<file path="config.mk">
export PLATFORM = sky130hd
export DESIGN_NAME = fetch_stage
export DESIGN_NICKNAME = d
export VERILOG_FILES = /design/src/rtl/fetch_stage_pkg.sv /design/src/rtl/pc_register.sv /design/src/rtl/fetch_stage.sv
export SDC_FILE = /design/constraint.sdc
export NUM_CORES = 1
export LEC_CHECK = 0
export CAP_MARGIN = 20
export CORE_MARGIN = 2
export CORE_UTILIZATION = 37
export CTS_BUF_LIST = sky130_fd_sc_hd__clkbuf_4 sky130_fd_sc_hd__clkbuf_8 sky130_fd_sc_hd__clkbuf_16
export DETAILED_ROUTE_END_ITERATION = 10
export HOLD_SLACK_MARGIN = 0.02
export PLACE_DENSITY_LB_ADDON = 0.05
export SYNTH_ARGS = -nofsm -noshare
export SYNTH_HDL_FRONTEND = slang
export SYNTH_HIERARCHICAL = 1
export SYNTH_SLANG_ARGS = --single-unit
</file>
<file path="constraint.sdc">
create_clock -name clk -period 1.81 [get_ports clk]
set_clock_uncertainty 0.2 [all_clocks]
set_input_delay 0.543 -clock clk [delete_from_list [all_inputs] [get_ports clk]]
set_output_delay 0.543 -clock clk [all_outputs]
set_load 0.01 [all_outputs]
</file>
<file path="src/rtl/fetch_stage_pkg.sv">
// -----------------------------------------------------------------------------
// fetch_stage_pkg
// Shared CPU definitions used by the fetch stage and its sub-modules:
//   CPU_PC_W      - default PC / instruction-address width
//   CPU_INSTR_W   - default instruction width
//   CPU_RESET_PC  - default PC value loaded on reset
//   NOP_INSTR     - bubble encoding (all zeros) placed in IF/ID on a flush
//   pc_increment  - sequential next-PC helper (wraps modulo 2^width)
// -----------------------------------------------------------------------------
package fetch_stage_pkg;

    localparam int unsigned CPU_PC_W     = 7;
    localparam int unsigned CPU_INSTR_W  = 16;
    localparam int unsigned CPU_RESET_PC = 0;

    localparam logic [CPU_INSTR_W-1:0] NOP_INSTR = 16'h0000;

    // Sequential successor of a PC; the carry out is dropped so the address
    // space wraps from all-ones back to zero.
    function automatic logic [CPU_PC_W-1:0] pc_increment(input logic [CPU_PC_W-1:0] pc);
        return pc + {{(CPU_PC_W-1){1'b0}}, 1'b1};
    endfunction

endpackage

</file>
<file path="src/rtl/pc_register.sv">
// -----------------------------------------------------------------------------
// pc_register
// Program-counter register with asynchronous active-high reset and load enable.
// Ports:
//   clk  - clock, rising edge
//   rst  - asynchronous active-high reset, forces q to RESET_VAL at once
//   en   - load enable (fetch stage drives !StallF)
//   d    - next PC value
//   q    - current PC, driven only by the flop
// -----------------------------------------------------------------------------
module pc_register #(
    parameter int unsigned     W         = 7,
    parameter logic [W-1:0]    RESET_VAL = '0
) (
    input  logic         clk,
    input  logic         rst,
    input  logic         en,
    input  logic [W-1:0] d,
    output logic [W-1:0] q
);

    // PC state: reset dominates, otherwise load only when enabled.
    always_ff @(posedge clk or posedge rst) begin
        if (rst) begin
            q <= RESET_VAL;
        end else if (en) begin
            q <= d;
        end else begin
            q <= q;
        end
    end

endmodule

</file>
<file path="src/rtl/fetch_stage.sv">
// -----------------------------------------------------------------------------
// fetch_stage
// Instruction fetch stage of a 5-stage pipeline: PC register, next-PC select
// and the IF/ID pipeline register.
// Ports:
//   clk        - clock, rising edge
//   rst        - asynchronous active-high reset
//   PCSrcD     - branch taken (resolved in Decode)
//   PCBranchD  - branch target (unsigned address)
//   StallF     - hold the PC register
//   StallD     - hold the IF/ID register (wins over FlushD)
//   FlushD     - load a bubble into IF/ID
//   InstrF     - instruction memory read data for PCF (combinational memory)
//   PCF        - current fetch address (registered)
//   InstrD     - instruction handed to Decode (registered)
//   PC_Plus1D  - PCF+1 handed to Decode (registered)
//   ValidD     - IF/ID holds a real instruction; 0 marks a bubble
// -----------------------------------------------------------------------------
module fetch_stage
    import fetch_stage_pkg::*;
#(
    parameter int unsigned        PC_W     = CPU_PC_W,
    parameter int unsigned        INSTR_W  = CPU_INSTR_W,
    parameter logic [PC_W-1:0]    RESET_PC = PC_W'(CPU_RESET_PC)
) (
    input  logic               clk,
    input  logic               rst,
    input  logic               PCSrcD,
    input  logic [PC_W-1:0]    PCBranchD,
    input  logic               StallF,
    input  logic               StallD,
    input  logic               FlushD,
    input  logic [INSTR_W-1:0] InstrF,
    output logic [PC_W-1:0]    PCF,
    output logic [INSTR_W-1:0] InstrD,
    output logic [PC_W-1:0]    PC_Plus1D,
    output logic               ValidD
);

    logic [PC_W-1:0]    pc_f_s;
    logic [PC_W-1:0]    pc_plus1_f_s;
    logic [PC_W-1:0]    pc_next_f_s;
    logic [INSTR_W-1:0] instr_d_r;
    logic [PC_W-1:0]    pc_plus1_d_r;
    logic               valid_d_r;

    // Sequential successor wraps modulo 2^PC_W; branch target is used as-is.
    always_comb begin
        pc_plus1_f_s = pc_f_s + {{(PC_W-1){1'b0}}, 1'b1};
        if (PCSrcD) begin
            pc_next_f_s = PCBranchD;
        end else begin
            pc_next_f_s = pc_plus1_f_s;
        end
    end

    pc_register #(
        .W         (PC_W),
        .RESET_VAL (RESET_PC)
    ) u_pc_register (
        .clk (clk),
        .rst (rst),
        .en  (!StallF),
        .d   (pc_next_f_s),
        .q   (pc_f_s)
    );

    // IF/ID register: a stall freezes all fields even if a flush is requested.
    always_ff @(posedge clk or posedge rst) begin
        if (rst) begin
            instr_d_r    <= INSTR_W'(NOP_INSTR);
            pc_plus1_d_r <= {PC_W{1'b0}};
            valid_d_r    <= 1'b0;
        end else if (!StallD) begin
            if (FlushD) begin
                instr_d_r    <= INSTR_W'(NOP_INSTR);
                pc_plus1_d_r <= {PC_W{1'b0}};
                valid_d_r    <= 1'b0;
            end else begin
                instr_d_r    <= InstrF;
                pc_plus1_d_r <= pc_plus1_f_s;
                valid_d_r    <= 1'b1;
            end
        end else begin
            instr_d_r    <= instr_d_r;
            pc_plus1_d_r <= pc_plus1_d_r;
            valid_d_r    <= valid_d_r;
        end
    end

    assign PCF       = pc_f_s;
    assign InstrD    = instr_d_r;
    assign PC_Plus1D = pc_plus1_d_r;
    assign ValidD    = valid_d_r;

endmodule

</file>
Yosys cells after proc, flatten, opt, wreduce, memory -nomap -nowiden --
Index checks and enable logic that the tools add are counted.
Storage, ports and cells: bits in registers 31, input port bits 29, output and inout bits 31, logic and storage cells 9
Cells by class: $add $sub $neg 1, muxes and demuxes 4
Operator list (number):
- 2-to-1 mux 16 bit | 1
- 2-to-1 mux 7 bit | 2
- adder 7 x 1 -> 7 bit (second input constant) | 1
- 2-to-1 mux 1 bit | 1

Logic depth before layout (Yosys ltp) --
depth in word-level cells 2, gate-level depth with buffers 5, depth with buffers taken out 5

Cells and area by module --
The synthesis kept the hierarchy.
Modules (own cells, without submodules):
- fetch_stage | times used 1, cells each 93, area an instance 1067.3 µm², sequential area each 600.6 µm²
- pc_register | times used 1, cells each 16, area an instance 295.3 µm², sequential area each 175.2 µm²

Worst setup path before layout --
OpenSTA, ideal clock, no wires.
kind reg-to-reg, start register u_pc_register.q[0], end register u_pc_register.q[4], library setup time 0.125 ns, arrival 1.454 ns, required time 1.485 ns, setup slack 0.031 ns, stages on the path, launching flop included 6, buffers on the path 0, period minus slack after synthesis 1.779 ns, cell sequence dfrtp_1 > ha_1 > nand3_1 > xnor2_1 > mux2_2 > mux2_4
On the way: word-level cells in the longest chain between the ends 2
RTL lines:
- from (decl) | line pc_register.sv:19 | output logic [W-1:0] q
- from (signal assigned) | line pc_register.sv:29 | q <= q;
- adder 7 x 1 -> 7 bit | line fetch_stage.sv:49 | pc_plus1_f_s = pc_f_s + {{(PC_W-1){1'b0}}, 1'b1};
- 2-to-1 mux 7 bit | line fetch_stage.sv:50 | if (PCSrcD) begin
- named net pc_next_f_s[4] | line fetch_stage.sv:42 | logic [PC_W-1:0] pc_next_f_s;
The timed path passes the listed nets, and every way through them passes these cells. A chain may end at the register's enable or synchronous reset.

Worst setup path in the final report --
start register u_pc_register.q[1], end register u_pc_register.q[4]
Same word-level chain as after synthesis.

==> metrics.cfg <==
[status]
status = completed

[timing]
setup_viol = 0
drv_slew = 0
layout_min_cycle_time_ns = 1.73
worstMarginPinSlew_ns = 0.382
timing.fmax_ghz = 0.579
final-hold-violation-count = 0
period_share_pct = 95.5
setup_ws_ns = 0.0817
finalSetupTns_ns = 0
holdWs_ns = 0.277
rsz0062_at_grt = no
slew_headroom_pct = 74.5

[yosys]
syn_area_per_cell_sq_um = 12.5
synthesis.nets = 139
yosys_warnings = 6
synthDistinctLibCells = 20
synthesis.area_sq_mm = 0.00136
ys_seq_elements = 31
yosysSeqAreaShare_pct = 56.9
synthCells = 109

[pwr]
p_leak_nw = 1.12
power.density_mw_per_mm2 = 988
irDropWorstVdd_uv = 532

[place]
place_congestion = 0.816
io_buffers = 59
pre_cts_ws_ns = -0.311
placedCellCount = 227
dp_hpwl_um = 2470

[worst_setup_path]
required_ns = 1.77
r2r_cells = 5
cp.arrival_ns = 1.69
path_class = reg -> reg
cp-start-kind = flip-flop
crit_path_end_kind = flip-flop
cp_max_fo = 3

[finish]
fillCellCount = 317
antenna_cells = 0
area_growth_pct = 60.0
drive_above_1_share_pct = 20.7
final_util_pct = 60.4
final_cell_count_no_fill = 236
nets = 218

[routing]
viasPerCell = 5.01
drc_errors = 0
num_vias = 1183
wl_per_cell_um = 14.5
ant_nets = 0
firstDrtPassIters = 4
drt-initial-drc-count = 40
routed_wl_um = 3420

[floorplanning]
rows = 22
die-area_sq_mm = 0.00418
die_x_um = 64.7
io_pins = 60
core_sq_mm = 0.00361
start_util_pct = 37.8
die_h_um = 64.7

[cts]
numCtsBuffers = 5
cts.clk_slew.worst_paths_ns = 0.06
numClockSinks = 31
htreeDepth = 2
cts_tree = done
cts_root_buffer = clkbuf_8
cts_max_path_buffers = 2
insertion_delay_ns = 0.28

[grt]
grt_pass1_vias = 1229
grt_start_max_net_pins = 19
grt.overflow.total = 0
antenna_found_initial = 0
grt_use_total_pct = 18.9
grt_pass1_wl_um = 5980

[min_path]
worstHoldPathType = reg -> reg
hold_depth = 2

[run]
drv_cap = 0

==> synth_stat cells, drive strengths merged <==
| cell | count | area, sq um |
|---|---|---|
| nand2b | 1 | 6.26 |
| inv | 4 | 15.0 |
| nand3 | 6 | 30.0 |
| ha | 1 | 12.5 |
| o211ai | 2 | 15.0 |
| mux2 | 11 | 150 |
| nor2b | 2 | 12.5 |
| xor2 | 1 | 8.76 |
| or4 | 4 | 30.0 |
| xnor2 | 2 | 17.5 |
| buf | 2 | 22.5 |
| nand4 | 1 | 6.26 |
| or2 | 1 | 8.76 |
| nor2 | 1 | 3.75 |
| a22o | 19 | 166 |
| dfrtp | 31 | 776 |
| nand2 | 10 | 37.5 |
| clkbuf | 5 | 18.8 |
| o21ai | 5 | 25.0 |
==> state kept, by name, summed over array words and instances (netlist names) <==
signal	cells
InstrD	16
ValidD	1
u_pc_register/q	7
PC_Plus1D	7
==> layer usage <==
metal | routed length (um) | share of wire [%] | GRT usage (%)
met1 | 1500 | 44 | 22.7
met4 | 46 | 1.3 | 7.45
met5 | 0 | 0 | 0
met3 | 189 | 5.5 | 5.90
met2 | 1680 | 49 | 31.6
==> worst max-delay path, stage by stage, from the launching register on <==
cell	delay, ns
dfrtp_1	0.38
ha_1	0.20
nand3_1	0.14
xnor2_1	0.17
mux2_2	0.27
mux2_4	0.25
==> logic make-up (layout without fill, tap and decap cells) <==
group | after synthesis | count (layout) | synth area share (%)
buffers and inverters | 11 | 90 | 4.13
adders and majority gates | 1 | 1 | 0.918
and+or+nand+nor | 26 | 26 | 9.92
DFF | 31 | 31 | 56.9
xor gates and xnor gates | 3 | 3 | 1.93
AOI/OAI and AO/OA | 26 | 26 | 15.2
muxes | 11 | 11 | 11.0
==> layout make-up <==
cell class                 instances  area (sq um)  area share, %
clock buffer                       6          82.6           3.79
clock inverter                     1          5.00          0.230
inverter                           4          15.0          0.689
multi-input combinational         67           531           24.3
sequential                        31           776           35.6
tap                               48          60.1           2.76
timing repair buffer              79           711           32.6
==> stage by stage <==
step                      total power [mW]  area [sq um]
after CTS                             2.17          2170
after global placement                1.69          2110
after global routing                  2.30          2180
after floorplan                       1.24          1360
after detailed placement              1.70          2110
final                                 2.15          2180
==> path summary, 6_finish.rpt <==
path                                          from            endpoint  slack [ns]
worst min-delay path                        ValidD              ValidD        0.28
worst min register to register              ValidD              ValidD        0.28
worst max-delay path            u_pc_register/q[1]  u_pc_register/q[4]        0.08
max in group asynchronous                      rst          InstrD[10]        0.79
min in group asynchronous                      rst  u_pc_register/q[0]        0.36
worst max register to register  u_pc_register/q[1]  u_pc_register/q[4]        0.08
==> what timing repair did <==
action | in CTS | in global routing
setup endpoints to repair | 33 | 22
buffers inserted | 1 | 0
hold buffers | 0 | 0
pin swaps | 1 | 1
resized for setup | 33 | 4
cloned | 0 | 1
==> where the power goes <==
part | internal (mW) | switching [mW] | leakage, nW | total (mW)
Combinational | 0.428 | 0.313 | 0.677 | 0.741
Clock | 0.298 | 0.242 | 0.0470 | 0.539
Sequential | 0.805 | 0.0687 | 0.395 | 0.874
Total | 1.53 | 0.624 | 1.12 | 2.15
==> placed cells by master, fill, tap and decap left out, types with 4 or more instances in the layout <==
cell type / Yosys / final
dlygate4sd2_1: 0 / 32
nand3_1: 6 / 6
mux2_4: 7 / 7
or4_1: 4 / 4
clkdlybuf4s50_1: 0 / 25
clkbuf_8: 0 / 6
nand2_1: 10 / 10
buf_4: 0 / 17
a22o_1: 19 / 19
mux2_2: 4 / 4
inv_1: 4 / 4
o21ai_0: 5 / 4
dfrtp_1: 31 / 31
Power figures use the tool's default switching activity.
